File: config.mk
export PLATFORM = sky130hd
export DESIGN_NAME = sprite_renderer
export DESIGN_NICKNAME = d
export VERILOG_FILES = /design/src/rtl/sprite_renderer.sv
export SDC_FILE = /design/constraint.sdc
export NUM_CORES = 1
export LEC_CHECK = 0
export ABC_AREA = 1
export CELL_PAD_IN_SITES_DETAIL_PLACEMENT = 1
export CELL_PAD_IN_SITES_GLOBAL_PLACEMENT = 2
export CORE_ASPECT_RATIO = 0.75
export CORE_MARGIN = 10
export CORE_UTILIZATION = 25
export CTS_BUF_LIST = sky130_fd_sc_hd__clkbuf_4 sky130_fd_sc_hd__clkbuf_8 sky130_fd_sc_hd__clkbuf_16
export DETAILED_ROUTE_END_ITERATION = 10
export PLACE_DENSITY = 0.89
export SLEW_MARGIN = 10
export SYNTH_ARGS = -nofsm -noshare
export SYNTH_HDL_FRONTEND = slang
export SYNTH_SLANG_ARGS = --single-unit
File: constraint.sdc
create_clock -name clk -period 3.6 [get_ports clk]
set_clock_uncertainty 0.05 [all_clocks]
set_input_delay 0.54 -clock clk [delete_from_list [all_inputs] [get_ports clk]]
set_output_delay 0.54 -clock clk [all_outputs]
set_load 0.02 [all_outputs]
File: src/rtl/sprite_renderer.sv
// sprite_renderer: line-synchronous sprite engine with animation frames,
// horizontal/vertical flip, transparent colour key, configurable graphic
// memory read latency and signed (partly off-screen) positioning.
//
// Ports:
//   clk, rst      clock; synchronous active-high reset
//   line          pulse at the start of each screen line
//   enable        sprite may start this frame
//   sx, sy        signed current screen position (sx includes blanking)
//   sprx, spry    signed sprite top-left corner
//   frame         animation frame select (ignored when FRAMES == 1)
//   flip_x/flip_y mirror horizontally / vertically
//   data_in       graphic memory read data, valid LAT cycles after addr
//   addr          graphic memory read address
//   pix, opaque   pixel colour (0 when not opaque) and visibility flag
//   drawing       address-phase DRAW state active
//   busy          engine not idle
//   done          one-cycle pulse when the sprite completes
module sprite_renderer #(
    parameter int WIDTH     = 8,
    parameter int HEIGHT    = 8,
    parameter int FRAMES    = 2,
    parameter int SCALE_X   = 1,
    parameter int SCALE_Y   = 1,
    parameter int COLR_BITS = 4,
    parameter int CORDW     = 16,
    parameter int LAT       = 2,
    parameter int TRANSP    = 0,
    parameter int ADDRW     = 7,
    localparam int FRW      = (FRAMES > 1) ? $clog2(FRAMES) : 1
) (
    input  logic                    clk,
    input  logic                    rst,
    input  logic                    line,
    input  logic                    enable,
    input  logic signed [CORDW-1:0] sx,
    input  logic signed [CORDW-1:0] sy,
    input  logic signed [CORDW-1:0] sprx,
    input  logic signed [CORDW-1:0] spry,
    input  logic [FRW-1:0]          frame,
    input  logic                    flip_x,
    input  logic                    flip_y,
    input  logic [COLR_BITS-1:0]    data_in,
    output logic [ADDRW-1:0]        addr,
    output logic [COLR_BITS-1:0]    pix,
    output logic                    opaque,
    output logic                    drawing,
    output logic                    busy,
    output logic                    done
);

    localparam int XW  = (WIDTH   > 1) ? $clog2(WIDTH)   : 1;
    localparam int YW  = (HEIGHT  > 1) ? $clog2(HEIGHT)  : 1;
    localparam int SXW = (SCALE_X > 1) ? $clog2(SCALE_X) : 1;
    localparam int SYW = (SCALE_Y > 1) ? $clog2(SCALE_Y) : 1;

    localparam logic [XW-1:0]    OX_LAST = XW'(WIDTH - 1);
    localparam logic [YW-1:0]    OY_LAST = YW'(HEIGHT - 1);
    localparam logic [SXW-1:0]   CX_LAST = SXW'(SCALE_X - 1);
    localparam logic [SYW-1:0]   CY_LAST = SYW'(SCALE_Y - 1);
    localparam logic [CORDW:0]   LEAD    = (CORDW+1)'(LAT + 1);
    localparam logic [ADDRW-1:0] A_W     = ADDRW'(WIDTH);
    localparam logic [ADDRW-1:0] A_WLAST = ADDRW'(WIDTH - 1);
    localparam logic [ADDRW-1:0] A_HLAST = ADDRW'(HEIGHT - 1);
    localparam logic [ADDRW-1:0] A_FRAME = ADDRW'(WIDTH * HEIGHT);

    typedef enum logic [2:0] {
        IDLE, START, AWAIT_POS, DRAW, NEXT_LINE, DONE
    } state_t;

    state_t state, state_next;

    logic [XW-1:0]           ox;
    logic [YW-1:0]           oy;
    logic [SXW-1:0]          cnt_x;
    logic [SYW-1:0]          cnt_y;
    logic signed [CORDW-1:0] sprx_l;
    logic [FRW-1:0]          frame_l;
    logic                    flip_x_l;
    logic                    flip_y_l;
    logic [LAT-1:0]          valid;
    logic [ADDRW-1:0]        addr_q;
    logic [ADDRW-1:0]        addr_draw;
    logic [ADDRW-1:0]        col;
    logic [ADDRW-1:0]        row;
    logic [CORDW:0]          sx_w;
    logic [CORDW:0]          trig_w;
    logic                    at_pos;
    logic                    col_last;
    logic                    row_last;

    // Start fetching LAT+1 cycles early so the first pixel lands at sx == sprx.
    // One extra bit keeps sprx near the negative limit from wrapping.
    assign sx_w     = {sx[CORDW-1], sx};
    assign trig_w   = {sprx_l[CORDW-1], sprx_l} - LEAD;
    assign at_pos   = (sx_w == trig_w);
    assign col_last = (ox == OX_LAST) && (cnt_x == CX_LAST);
    assign row_last = (oy == OY_LAST) && (cnt_y == CY_LAST);

    always_ff @(posedge clk) begin
        if (rst) state <= IDLE;
        else     state <= state_next;
    end

    always_comb begin
        state_next = state;
        drawing    = 1'b0;
        busy       = 1'b1;
        done       = 1'b0;
        case (state)
            IDLE: begin
                busy = 1'b0;
                if (line && enable && (sy == spry)) state_next = START;
            end
            START:     state_next = AWAIT_POS;
            AWAIT_POS: if (at_pos) state_next = DRAW;
            DRAW: begin
                drawing = 1'b1;
                if (col_last) state_next = row_last ? DONE : NEXT_LINE;
            end
            NEXT_LINE: state_next = AWAIT_POS;
            DONE: begin
                done       = 1'b1;
                state_next = IDLE;
            end
            default:   state_next = IDLE;
        endcase
    end

    always_comb begin
        col       = flip_x_l ? (A_WLAST - ADDRW'(ox)) : ADDRW'(ox);
        row       = flip_y_l ? (A_HLAST - ADDRW'(oy)) : ADDRW'(oy);
        addr_draw = ADDRW'(frame_l) * A_FRAME + row * A_W + col;
        // Outside DRAW the address freezes at the last fetched location.
        addr      = (state == DRAW) ? addr_draw : addr_q;
    end

    always_ff @(posedge clk) begin
        if (rst) begin
            ox       <= '0;
            oy       <= '0;
            cnt_x    <= '0;
            cnt_y    <= '0;
            sprx_l   <= '0;
            frame_l  <= '0;
            flip_x_l <= 1'b0;
            flip_y_l <= 1'b0;
            valid    <= '0;
            addr_q   <= '0;
        end else begin
            valid[0] <= (state == DRAW);
            for (int unsigned i = 1; i < LAT; i++) valid[i] <= valid[i-1];
            case (state)
                START: begin
                    sprx_l   <= sprx;
                    frame_l  <= (FRAMES > 1) ? frame : '0;
                    flip_x_l <= flip_x;
                    flip_y_l <= flip_y;
                    oy       <= '0;
                    cnt_y    <= '0;
                end
                AWAIT_POS: begin
                    ox    <= '0;
                    cnt_x <= '0;
                end
                DRAW: begin
                    addr_q <= addr_draw;
                    if (cnt_x == CX_LAST) begin
                        cnt_x <= '0;
                        if (ox != OX_LAST) ox <= ox + 1'b1;
                    end else begin
                        cnt_x <= cnt_x + 1'b1;
                    end
                end
                NEXT_LINE: begin
                    if (cnt_y == CY_LAST) begin
                        cnt_y <= '0;
                        oy    <= oy + 1'b1;
                    end else begin
                        cnt_y <= cnt_y + 1'b1;
                    end
                end
                default: ;
            endcase
        end
    end

    assign opaque = valid[LAT-1] && (data_in != COLR_BITS'(TRANSP));
    assign pix    = opaque ? data_in : '0;

endmodule

==> metrics.log <==
INFO  metric cp_cell_sequence = clkdlybuf4s50_1 -> o41ai_1 -> inv_1 -> nand2_1 -> inv_1 -> clkdlybuf4s50_1
INFO  metric routed_wl = 8216 um
INFO  metric timing.critical_path.buf_inv = 4
INFO  metric synthesis.yosys.warnings = 0
INFO  metric mappedNetlistNets = 454
INFO  metric p_seq_share = 41.6%
INFO  metric tritoncts_num_sinks = 37
INFO  metric timing_worst_slew_pin_value = 689.6 ps
INFO  metric worst_ep_arrival_time = 2440 ps
INFO  metric fin_ws = 565.4 ps
INFO  metric dpl.hpwl = 6855 um
INFO  metric total_power_after_layout = 0.9844 mW
INFO  metric drt-pass1-iter-count = 4
INFO  metric unrepaired_setup_endpoints_after_global_routing = false
INFO  metric synth.ff_latch_count = 37
INFO  metric synth-seq-area-share = 30.41%
INFO  metric hold_path_startpoint = valid[0]
INFO  metric post_route_cells_drive_above_1_share = 7.312%
INFO  metric htreeDepth = 2
INFO  metric r2r-start = sprx_l[0]
INFO  metric initial_antenna_violation_count = 0
INFO  metric hold_path_class = flop to flop
INFO  metric post_cts.repair.setup_buffers = 0
INFO  metric worst_ep_required = 3010 ps
INFO  metric die_width = 134.0 um
INFO  metric timing.critical_path.slowest_stage_cell = sky130_fd_sc_hd__o41ai_1
INFO  metric floorplan.initialDensity = 25.43%
INFO  metric gate_power_share = 14.5%
INFO  metric cts_hold_buffers_added = 0
INFO  metric switchingPower = 0.2263 mW
INFO  metric power.share.switching = 22.99%
INFO  metric setup_total_negative_slack = 0 ps
INFO  metric vias = 2,577
INFO  metric cts_tree = yes
INFO  metric path_class = input port to output port
INFO  metric maxClockFrequency = 0.3295 GHz
INFO  metric largest_net_degree_at_the_start_of_global_routing = 40
INFO  metric remaining_drc_errors = 0
INFO  metric peakVddDrop = 0.0001532 V
INFO  metric flow.area_growth_from_synthesis = 48.54%
INFO  metric post_drt_via_cell_ratio = 4.317
INFO  metric slew-limit-headroom = 53.98%
INFO  metric timing_hold_violations_final = 0
INFO  metric die-area = 14,130 um^2
INFO  metric static_leak = 1.688 nW
INFO  metric placeableCoreArea = 9580 um^2
INFO  metric post-route-period-util = 84.30%
INFO  metric synth_cell_types = 29
INFO  metric antenna_cells_inserted = 0
INFO  metric detail-route-antenna-nets = 0
INFO  metric preCtsSetupSlack = 532.2 ps
INFO  metric part_of_the_power_in_the_clock_network = 43.9%
INFO  metric num-nets-final = 544
INFO  metric grt_first_pass_wirelength = 13,570 um
INFO  metric placementRows = 31
INFO  metric synth_flop_cell = sky130_fd_sc_hd__dfxtp_1
INFO  metric cpLargestDelayFamily = buffers and inverters
INFO  metric setup_violations = 0
INFO  metric grt_overflow = 0
INFO  metric endpoint_kind = output port
INFO  metric clkTransAtPathRegs = 60 ps
INFO  metric crit_path_start = data_in[1]
INFO  metric place.gp.congestion = 0.7665
INFO  metric grt_pass1_vias = 2,777
INFO  metric worst_skew_pair_latency = 280 ps
INFO  metric postCtsResizedCells = 0
INFO  metric outcome = completed
INFO  metric max-cap-violations = 0
INFO  metric global_route.usage.total = 11.46%
INFO  metric drtIter0Drc = 54
INFO  metric syn-instance-count = 374
INFO  metric tritoncts_buffer_count = 5
INFO  metric design.portCount = 90
INFO  metric worst_setup_path_start_kind = input port
INFO  metric synth_area_per_cell = 6.514 um^2
INFO  metric critical_path.max_fanout = 4
INFO  metric route.detailed.wl_per_inst = 13.76 um
INFO  metric internal_power = 0.7581 mW
INFO  metric asyncSetResetFlopFracSynth = 0%
INFO  metric largest_buffer_count_on_any_clock_path = 2
INFO  metric final-max-slew-violation-count = 0
INFO  metric count_of_flip_flops_with_a_built_in_enable_after_synthesis = 0
INFO  metric die_h = 105.5 um
INFO  metric shortest_clock_period_the_worst_path_allows_after_layout = 3035 ps
INFO  metric port-buffer-count = 89
INFO  metric synth.cell_area = 2436 um^2
INFO  metric power_density = 272.0 nW/um^2
INFO  metric timing.critical_path.slowest_cell_delay = 650 ps
INFO  metric cts_root_buffer = sky130_fd_sc_hd__clkbuf_16
==> routing by layer <==
metal / global-route usage, % / up-vias / part of all wire, %
met2: 19.49 / 41 / 47
met5: 0 / - / 0
met3: 2.989 / 7 / 4.1
li1: - / 1352 / -
met4: 1.395 / 0 / 0.41
met1: 14.63 / 1177 / 49
==> cells in the mapped netlist, drive strengths merged, types with 2 or more instances <==
master | instances | share of area [%]
clkbuf | 7 | 1.1
nor3 | 3 | 0.82
a21oi | 34 | 7.3
nand2 | 93 | 15
ha | 5 | 2.6
dfxtp | 37 | 30
xor2 | 15 | 5.4
o22ai | 3 | 0.77
inv | 59 | 9.1
nor2 | 45 | 8.6
nand4 | 2 | 0.51
xnor2 | 17 | 6.1
o21ai | 26 | 5.3
or2 | 3 | 0.77
nand3 | 16 | 3.3
nand3b | 4 | 1.2
==> area by class of cell <==
type | instances | area, um^2
clock inverters | 3 | 17.52
well taps | 132 | 165.2
clock buffers | 5 | 125.1
fillers | 1230 | 5962
flip-flops and latches | 37 | 740.7
inverters | 59 | 221.5
multi-input cells | 270 | 1443
repair buffers | 91 | 905.9
==> sequential cells by signal, indices dropped and copies added (netlist names) <==
name	count
sprx_l	16
addr_q	7
flip_x_l	1
frame_l	1
oy	3
state	3
valid	2
flip_y_l	1
ox	3
==> cell usage in the layout (no fill, tap or decap), drive strengths merged <==
master / instances
a21oi: 34
buf: 2
clkbuf: 5
clkdlybuf4s50: 89
clkinv: 2
clkinvlp: 1
dfxtp: 37
ha: 5
inv: 59
nand2: 93
nand3: 16
nand3b: 4
nand4: 2
nor2: 45
nor3: 3
o211a: 1
o211ai: 1
o21a: 1
o21ai: 26
o22ai: 3
o41ai: 1
or2: 3
xnor2: 17
xor2: 15
==> metrics by stage <==
stage | utilization, % | hold WS [ps] | instance area, um^2 | instances
after floorplan | - | 338.3 | 2436 | 374
final | 37.77 | 356.4 | 3618 | 597
after global placement | 36.28 | 342.5 | 3476 | 589
after global routing | 37.77 | 377.3 | 3618 | 597
after CTS | 37.77 | 361.4 | 3618 | 597
after detailed placement | 36.28 | 350.2 | 3476 | 589
==> final timing paths <==
path,to,slack [ps],cells past startpoint
max,pix[0],570,6
min,valid[1],360,2
max reg2reg,state[1],1680,15
min reg2reg,valid[1],360,2
==> power by group through the flow <==
| stage | registers [mW] | clock network [mW] | logic, mW |
|---|---|---|---|
| floorplan | 0.418 | 0 | 0.0475 |
| global placement | 0.418 | 0 | 0.141 |
| detailed placement | 0.418 | 0 | 0.145 |
| CTS | 0.409 | 0.446 | 0.145 |
| global route | 0.409 | 0.457 | 0.158 |
| finish | 0.409 | 0.432 | 0.143 |
==> kinds of logic after synthesis <==
logic type               synth area share [%]
adder cells (fa/ha/maj)                 2.568
buffers and inverters                   10.38
XOR/XNOR                                11.50
AND/OR/NAND/NOR                         30.35
AO/OA/AOI/OAI                           14.79
flip-flops                              30.41
==> worst min-delay path, cell delays in order (launching register included) <==
cell and delay, ps:
sky130_fd_sc_hd__dfxtp_1 300, sky130_fd_sc_hd__inv_1 40, sky130_fd_sc_hd__nor2_1 30
Power figures use the tool's default switching activity.
